--- src/rtl/multicycle_control_if.sv ---
// Bundle between the multi-cycle LEGv8 control unit and its memory/datapath side.
// master = control unit, slave = memory port plus datapath.
interface multicycle_control_if #(
  parameter int ALUOP_W = 2
);
  logic [31:0]        instr_in;
  logic               mem_ready;
  logic               zero;
  logic               ir_load;
  logic               mem_req;
  logic               mem_we;
  logic               IorD;
  logic               pc_write;
  logic [1:0]         pc_src;
  logic               Reg2Loc;
  logic               ALUSrc;
  logic [ALUOP_W-1:0] ALUOp;
  logic               MemtoReg;
  logic               RegWrite;
  logic               illegal;
  logic               timeout;
  logic [2:0]         state_o;

  modport master (
    input  instr_in, mem_ready, zero,
    output ir_load, mem_req, mem_we, IorD, pc_write, pc_src, Reg2Loc,
           ALUSrc, ALUOp, MemtoReg, RegWrite, illegal, timeout, state_o
  );

  modport slave (
    output instr_in, mem_ready, zero,
    input  ir_load, mem_req, mem_we, IorD, pc_write, pc_src, Reg2Loc,
           ALUSrc, ALUOp, MemtoReg, RegWrite, illegal, timeout, state_o
  );
endinterface

--- src/rtl/multicycle_control.sv ---
// Multi-cycle LEGv8 control FSM over a shared memory port with bounded ready wait.
// Optional CBNZ decode is enabled by defining CTRL_CBNZ_EN.
module multicycle_control #(
  parameter int WAIT_W   = 4,
  parameter int MAX_WAIT = 15,
  parameter int ALUOP_W  = 2
) (
  input  logic                 clk,
  input  logic                 rst,
  multicycle_control_if.master bus
);

  typedef enum logic [2:0] {
    S_IF    = 3'd0,
    S_ID    = 3'd1,
    S_EX_R  = 3'd2,
    S_EX_D  = 3'd3,
    S_MEM   = 3'd4,
    S_WB    = 3'd5,
    S_EX_CB = 3'd6,
    S_ERR   = 3'd7
  } state_t;

  localparam logic [10:0] R_OPS [4] = '{11'b10001011000, 11'b11001011000,
                                        11'b10001010000, 11'b10101010000};

  state_t              state_reg, state_next;
  logic [31:0]         ir_reg, ir_next;
  logic [WAIT_W-1:0]   wait_cnt_reg, wait_cnt_next;
  logic                illegal_reg, illegal_next;
  logic                timeout_reg, timeout_next;

  logic [3:0] r_hit;
  logic       is_r, is_ldur, is_stur, is_cbz, is_cbnz, is_b, take_branch;
  logic       wait_expired;
  logic       unused_ir_bits;

  genvar gi;
  generate
    for (gi = 0; gi < 4; gi++) begin : g_rdec
      assign r_hit[gi] = (ir_reg[31:21] == R_OPS[gi]);
    end
  endgenerate

  assign is_r    = |r_hit;
  assign is_ldur = (ir_reg[31:21] == 11'b11111000010);
  assign is_stur = (ir_reg[31:21] == 11'b11111000000);
  assign is_cbz  = (ir_reg[31:24] == 8'b10110100);
  assign is_b    = (ir_reg[31:26] == 6'b000101);
`ifdef CTRL_CBNZ_EN
  assign is_cbnz = (ir_reg[31:24] == 8'b10110101);
`else
  assign is_cbnz = 1'b0;
`endif
  assign take_branch    = (is_cbz & bus.zero) | (is_cbnz & ~bus.zero);
  assign wait_expired   = (wait_cnt_reg == WAIT_W'(MAX_WAIT - 1));
  assign unused_ir_bits = ^ir_reg[20:0];

  always_ff @(posedge clk or posedge rst) begin
    if (rst) begin
      state_reg    <= S_IF;
      ir_reg       <= '0;
      wait_cnt_reg <= '0;
      illegal_reg  <= 1'b0;
      timeout_reg  <= 1'b0;
    end else begin
      state_reg    <= state_next;
      ir_reg       <= ir_next;
      wait_cnt_reg <= wait_cnt_next;
      illegal_reg  <= illegal_next;
      timeout_reg  <= timeout_next;
    end
  end

  always_comb begin
    state_next    = state_reg;
    ir_next       = ir_reg;
    wait_cnt_next = wait_cnt_reg;
    illegal_next  = illegal_reg;
    timeout_next  = timeout_reg;
    case (state_reg)
      S_IF: begin
        if (bus.mem_ready) begin
          ir_next    = bus.instr_in;
          state_next = S_ID;
        end else if (wait_expired) begin
          timeout_next = 1'b1;
          state_next   = S_ERR;
        end else begin
          wait_cnt_next = wait_cnt_reg + 1'b1;
        end
      end
      S_ID: begin
        if (is_r)                   state_next = S_EX_R;
        else if (is_ldur | is_stur) state_next = S_EX_D;
        else if (is_cbz | is_cbnz)  state_next = S_EX_CB;
        else if (is_b)              state_next = S_IF;
        else begin
          illegal_next = 1'b1;
          state_next   = S_ERR;
        end
      end
      S_EX_R:  state_next = S_WB;
      S_EX_D:  state_next = S_MEM;
      S_MEM: begin
        if (bus.mem_ready) begin
          state_next = is_stur ? S_IF : S_WB;
        end else if (wait_expired) begin
          timeout_next = 1'b1;
          state_next   = S_ERR;
        end else begin
          wait_cnt_next = wait_cnt_reg + 1'b1;
        end
      end
      S_WB:    state_next = S_IF;
      S_EX_CB: state_next = S_IF;
      default: state_next = S_ERR;
    endcase
    if (state_next != state_reg) wait_cnt_next = '0;
  end

  // Strobes are forced low while rst is high so a reset mid-request aborts it at once.
  always_comb begin
    bus.ir_load  = 1'b0;
    bus.mem_req  = 1'b0;
    bus.mem_we   = 1'b0;
    bus.IorD     = 1'b0;
    bus.pc_write = 1'b0;
    bus.pc_src   = 2'b00;
    bus.Reg2Loc  = 1'b0;
    bus.ALUSrc   = 1'b0;
    bus.ALUOp    = '0;
    bus.MemtoReg = 1'b0;
    bus.RegWrite = 1'b0;
    if (!rst) begin
      case (state_reg)
        S_IF: begin
          bus.mem_req  = 1'b1;
          bus.ir_load  = bus.mem_ready;
          bus.pc_write = bus.mem_ready;
        end
        S_ID: begin
          bus.Reg2Loc = is_stur;
          if (is_b) begin
            bus.pc_write = 1'b1;
            bus.pc_src   = 2'b10;
          end
        end
        S_EX_R: bus.ALUOp = ALUOP_W'(2'b10);
        S_EX_D: begin
          bus.ALUSrc  = 1'b1;
          bus.Reg2Loc = is_stur;
        end
        S_MEM: begin
          bus.mem_req = 1'b1;
          bus.IorD    = 1'b1;
          bus.mem_we  = is_stur;
          bus.ALUSrc  = 1'b1;
        end
        S_WB: begin
          bus.RegWrite = 1'b1;
          bus.MemtoReg = is_ldur;
        end
        S_EX_CB: begin
          bus.Reg2Loc  = 1'b1;
          bus.ALUOp    = ALUOP_W'(2'b01);
          bus.pc_write = take_branch;
          bus.pc_src   = take_branch ? 2'b01 : 2'b00;
        end
        default: ;
      endcase
    end
  end

  assign bus.illegal = illegal_reg;
  assign bus.timeout = timeout_reg;
  assign bus.state_o = state_reg;

endmodule
--- src/flat_wrapper.sv ---
// flat-port wrapper written by rule: the top's interface ports become plain ports
module multicycle_control_flat 
#(
  parameter int WAIT_W   = 4,
  parameter int MAX_WAIT = 15,
  parameter int ALUOP_W  = 2
)
  (clk, rst, bus_instr_in, bus_mem_ready, bus_zero, bus_ir_load, bus_mem_req, bus_mem_we, bus_IorD, bus_pc_write, bus_pc_src, bus_Reg2Loc, bus_ALUSrc, bus_ALUOp, bus_MemtoReg, bus_RegWrite, bus_illegal, bus_timeout, bus_state_o);
  multicycle_control_if #(.ALUOP_W(ALUOP_W)) bus_i ();
  input  logic clk;
  input  logic rst;
  input wire logic [$bits(bus_i.instr_in)-1:0] bus_instr_in;
  input wire logic [$bits(bus_i.mem_ready)-1:0] bus_mem_ready;
  input wire logic [$bits(bus_i.zero)-1:0] bus_zero;
  output wire logic [$bits(bus_i.ir_load)-1:0] bus_ir_load;
  output wire logic [$bits(bus_i.mem_req)-1:0] bus_mem_req;
  output wire logic [$bits(bus_i.mem_we)-1:0] bus_mem_we;
  output wire logic [$bits(bus_i.IorD)-1:0] bus_IorD;
  output wire logic [$bits(bus_i.pc_write)-1:0] bus_pc_write;
  output wire logic [$bits(bus_i.pc_src)-1:0] bus_pc_src;
  output wire logic [$bits(bus_i.Reg2Loc)-1:0] bus_Reg2Loc;
  output wire logic [$bits(bus_i.ALUSrc)-1:0] bus_ALUSrc;
  output wire logic [$bits(bus_i.ALUOp)-1:0] bus_ALUOp;
  output wire logic [$bits(bus_i.MemtoReg)-1:0] bus_MemtoReg;
  output wire logic [$bits(bus_i.RegWrite)-1:0] bus_RegWrite;
  output wire logic [$bits(bus_i.illegal)-1:0] bus_illegal;
  output wire logic [$bits(bus_i.timeout)-1:0] bus_timeout;
  output wire logic [$bits(bus_i.state_o)-1:0] bus_state_o;
  assign bus_i.instr_in = bus_instr_in;
  assign bus_i.mem_ready = bus_mem_ready;
  assign bus_i.zero = bus_zero;
  assign bus_ir_load = bus_i.ir_load;
  assign bus_mem_req = bus_i.mem_req;
  assign bus_mem_we = bus_i.mem_we;
  assign bus_IorD = bus_i.IorD;
  assign bus_pc_write = bus_i.pc_write;
  assign bus_pc_src = bus_i.pc_src;
  assign bus_Reg2Loc = bus_i.Reg2Loc;
  assign bus_ALUSrc = bus_i.ALUSrc;
  assign bus_ALUOp = bus_i.ALUOp;
  assign bus_MemtoReg = bus_i.MemtoReg;
  assign bus_RegWrite = bus_i.RegWrite;
  assign bus_illegal = bus_i.illegal;
  assign bus_timeout = bus_i.timeout;
  assign bus_state_o = bus_i.state_o;
  multicycle_control #(.WAIT_W(WAIT_W), .MAX_WAIT(MAX_WAIT), .ALUOP_W(ALUOP_W)) u_core (.clk(clk), .rst(rst), .bus(bus_i));
endmodule
--- config.mk ---
export PLATFORM = sky130hd
export DESIGN_NAME = multicycle_control_flat
export DESIGN_NICKNAME = d
export VERILOG_FILES = /design/src/rtl/multicycle_control_if.sv /design/src/rtl/multicycle_control.sv /design/src/flat_wrapper.sv
export SDC_FILE = /design/constraint.sdc
export NUM_CORES = 1
export LEC_CHECK = 0
export ABC_AREA = 0
export CORE_AREA = 5 5 73 75
export CTS_BUF_LIST = sky130_fd_sc_hd__clkbuf_8 sky130_fd_sc_hd__clkbuf_16
export DETAILED_ROUTE_END_ITERATION = 7
export DIE_AREA = 0 0 78 80
export DONT_BUFFER_PORTS = 1
export PLACE_DENSITY_LB_ADDON = 0.08
export SLEW_MARGIN = 20
export SYNTH_ARGS = -nofsm -noshare
export SYNTH_HDL_FRONTEND = slang
export SYNTH_SLANG_ARGS = --single-unit
export TNS_END_PERCENT = 5
--- constraint.sdc ---
create_clock -name clk -period 3.1 [get_ports clk]
set_input_delay 0.31 -clock clk [delete_from_list [all_inputs] [get_ports clk]]
set_output_delay 0.31 -clock clk [all_outputs]
set_load 0.05 [all_outputs]
==> metrics.md <==
| Metric | Value |
|---|---|
| Final Hold Vio Count | `0` |
| Crit-path leading delay family | `simple AND/OR/NAND/NOR gates` |
| CTS max path bufs | `2` |
| Rel. slew slack | `0.678` |
| Gpl congestion | `roughly 0.74` |
| Diode count | `0` |
| Initial antenna violation count | `0` |
| Via count | `between 1000 and 1500` |
| Final Slew Violations | `0` |
| Routed len/inst | `16.3 um` |
| Crit-path cells | `and4bb_4 > and2_2 > nand2_2 > or4_1 > o21ai_1 > buf_4` |
| Cell Pwr Density | `between 900 and 1000 nW/um2` |
| Grt ovf | `0` |
| Peak Freq | `0.433 GHz` |
| Yosys top cell by area | `dfrtp_1` |
| Top-area cell type share of the netlist area | `0.379` |
| WL final | `3.23 mm` |
| Max reg flops | `11` |
| Synth unique cells | `52` |
| CTS root buffer | `clkbuf_8` |
| CP Class | `flop to output port` |
| Seq pwr share | `0.321` |
| CP bufs+invs | `1` |
| Layout cells sized above 1 | `0.396` |
| Clock skew | `around 4.6 ps` |
| Post-synthesis sequential area ratio | `0.379` |
| Critical Path Start Type | `flop` |
| RSZ-0062 raised after global routing | `no` |
| Area delta synth->final | `18.5%` |
| Post-synth ARST share | `1.00` |
| Top FF cell, synth | `dfrtp_1` |
| Total negative slack | `0 ps` |
| Largest net degree at the start of global routing | `22` |
| Die extent in x | `between 70 and 80 um` |
| Setup Viol. Count Final | `0` |
| Number of vias per cell | `5.10` |
| Crit-path max FO | `4` |
| # DRC | `0` |
| Leak | `between 0.6 and 0.7 nW` |
| Final Critical Period | `2310 ps` |
| Yosys reg bits | `20` |
| Synth top area cells | `dfrtp_1 38%, mux2_2 10%, nor2_1 4.5%, nand2_1 3.4%, ha_1 1.9%` |
| I/O pin cnt | `54` |
| Syn Area/Cell | `around 10 um2` |
| Slowest CP cell | `or4_1` |
| Post-synth EDFFs | `0` |
| Number of global-route vias before repair | `1096` |
| Cells after Synth | `~130` |
| Max-cap violations | `0` |
| Die height | `approximately 80 um` |
| Arrival time worst endpoint | `around 2000 ps` |
| Port-buffer cells | `0` |
| Switching pwr | `between 0.0006 and 0.0007 W` |
| GRT Overall Usage | `0.111` |
| Worst-skew pair later-pin latency | `about 260 ps` |
| Int Power | `between 0.0008 and 0.0009 W` |
| Worst path max stage delay | `approximately 420 ps` |
| CTS tree | `yes` |
| CTS clk-pin slew, worst paths | `80 ps` |
| Synth warn | `0` |
| NumNets Final | `183` |
| Initial core utilization | `0.287` |
| Period utilisation layout | `0.745` |
| Row count | `25` |
| Syn Nets | `165` |
| DPL Wire Length | `between 2 and 2.5 mm` |
| Slew of the pin with the lowest slew margin | `483 ps` |
| Combinational power share | `0.545` |
| Maximum vdd drop | `about 0.00034 V` |
| Setup bufs post-CTS | `0` |
| Clock share of power | `0.134` |
| Hold Path Class | `input pin to flop` |
| Status | `complete, no violations` |
| DR iter-0 viols | `82` |
| Core box area | `roughly 4600 um2` |
| Synth Cell Area | `~1300 um2` |
| H-tree depth | `1` |
| Crit path required time | `2790 ps` |
| DR pass1 iterations | `4` |
| Antenna viol nets, final | `0` |
| Critical path capture point type | `output port` |
| # clock sinks | `20` |
| Util after Layout | `0.340` |
| Sw Share | `0.462` |
| TritonCTS buffer count | `3` |
| DIE AREA | `6240 um2` |
| Global-route wire length before repair | `approximately 5.5 mm` |
stage by stage:
stage	std cells	cell area (um2)	setup WS, ps	hold slack, ps	power [W]
after floorplan	127	1330	88.6	462	0.00114
after global placement	193	1500	1060	211	0.00130
after detailed placement	193	1500	1070	211	0.00131
after CTS	198	1560	780	192	0.00152
after global routing	198	1560	673	184	0.00162
final	198	1560	791	197	0.00150
per-layer routing:
layer  up-vias  GRT usage  wire, um
met4         0     0.0355        45
met3         6     0.0316       176
met2        28      0.180      1540
met1       479      0.141      1460
li1        497          -         -
met5         -          0         0
layout by cell type, fill, tap and decap left out, drive strengths merged, types with 2 or more instances in the layout:
master and count:
dfrtp 20, nor4b 3, nand2b 3, nor4 2, and3 4, clkbuf 4
nand4 3, and2 2, a21oi 5, nor3 4, ha 2, mux2 12
nand2 13, o21ai 2, xor2 2, nor3b 3, nor2 16, and4b 2
inv 3, a21o 2, buf 18, or2 2
final timing paths:
check                                           startpoint                                  to  slack, ps  cells after the start
setup reg to reg           u_core.bus.state_o[0]$_DFF_PP0_  u_core.wait_cnt_reg[1]$_DFFE_PP0P_       1280                      6
hold / removal                            bus_instr_in[25]       u_core.ir_reg[25]$_DFFE_PP0P_        200                      1
max in group asynchronous                              rst     u_core.bus.state_o[0]$_DFF_PP0_       2050                      3
hold reg to reg              u_core.ir_reg[25]$_DFFE_PP0P_       u_core.ir_reg[25]$_DFFE_PP0P_        540                      1
setup / recovery             u_core.ir_reg[25]$_DFFE_PP0P_                         bus_Reg2Loc        790                      6
min in group asynchronous                              rst       u_core.ir_reg[27]$_DFFE_PP0P_        530                      2
power groups by stage:
stage | Sequential (W) | Combinational (W) | Clock, W
floorplan | 0.000523 | 0.000616 | 0
global placement | 0.000482 | 0.000821 | 0
detailed placement | 0.000489 | 0.000822 | 0
CTS | 0.000483 | 0.000826 | 0.000211
global route | 0.000502 | 0.000893 | 0.000224
finish | 0.000481 | 0.000816 | 0.000200
worst register-to-register path: cells and delay by family (launching register included):
kind / cells / cell delay (ps)
flip-flops: 1 / 460
buffers and inverters: 1 / 250
AO/OA/AOI/OAI: 4 / 700
AND/OR/NAND/NOR: 1 / 330
cells in the mapped netlist (3+ instances only):
| cell | n |
|---|---|
| mux2_2 | 12 |
| nand2_1 | 12 |
| dfrtp_1 | 20 |
| a21oi_1 | 4 |
| nor3_1 | 3 |
| inv_1 | 3 |
| nor2_1 | 16 |
| nand2b_1 | 3 |
| nand4_1 | 3 |
kinds of logic after synthesis:
kind of cell               count (synthesis)  share of synthesized area
and+or+nand+nor                           63                      0.318
DFF                                       20                      0.379
AOI/OAI and AO/OA                         18                      0.118
muxes                                     12                      0.102
buffers and inverters                      9                     0.0427
xor gates and xnor gates                   3                     0.0199
adders and majority gates                  2                     0.0190
layout make-up:
type	count	area, um2
Fill cell	466	3030
Multi-Input combinational cell	98	785
Sequential cell	20	500
Timing Repair Buffer	19	145
Tap cell	54	67.6
Clock buffer	4	55.1
Inverter	3	11.3
timing repair:
action	4_1_cts	5_1_grt
hold endpoints to repair	8	0
hold buffers	1	0
gates resized for setup	0	0
No activity file was read; power rests on OpenSTA's default activity.
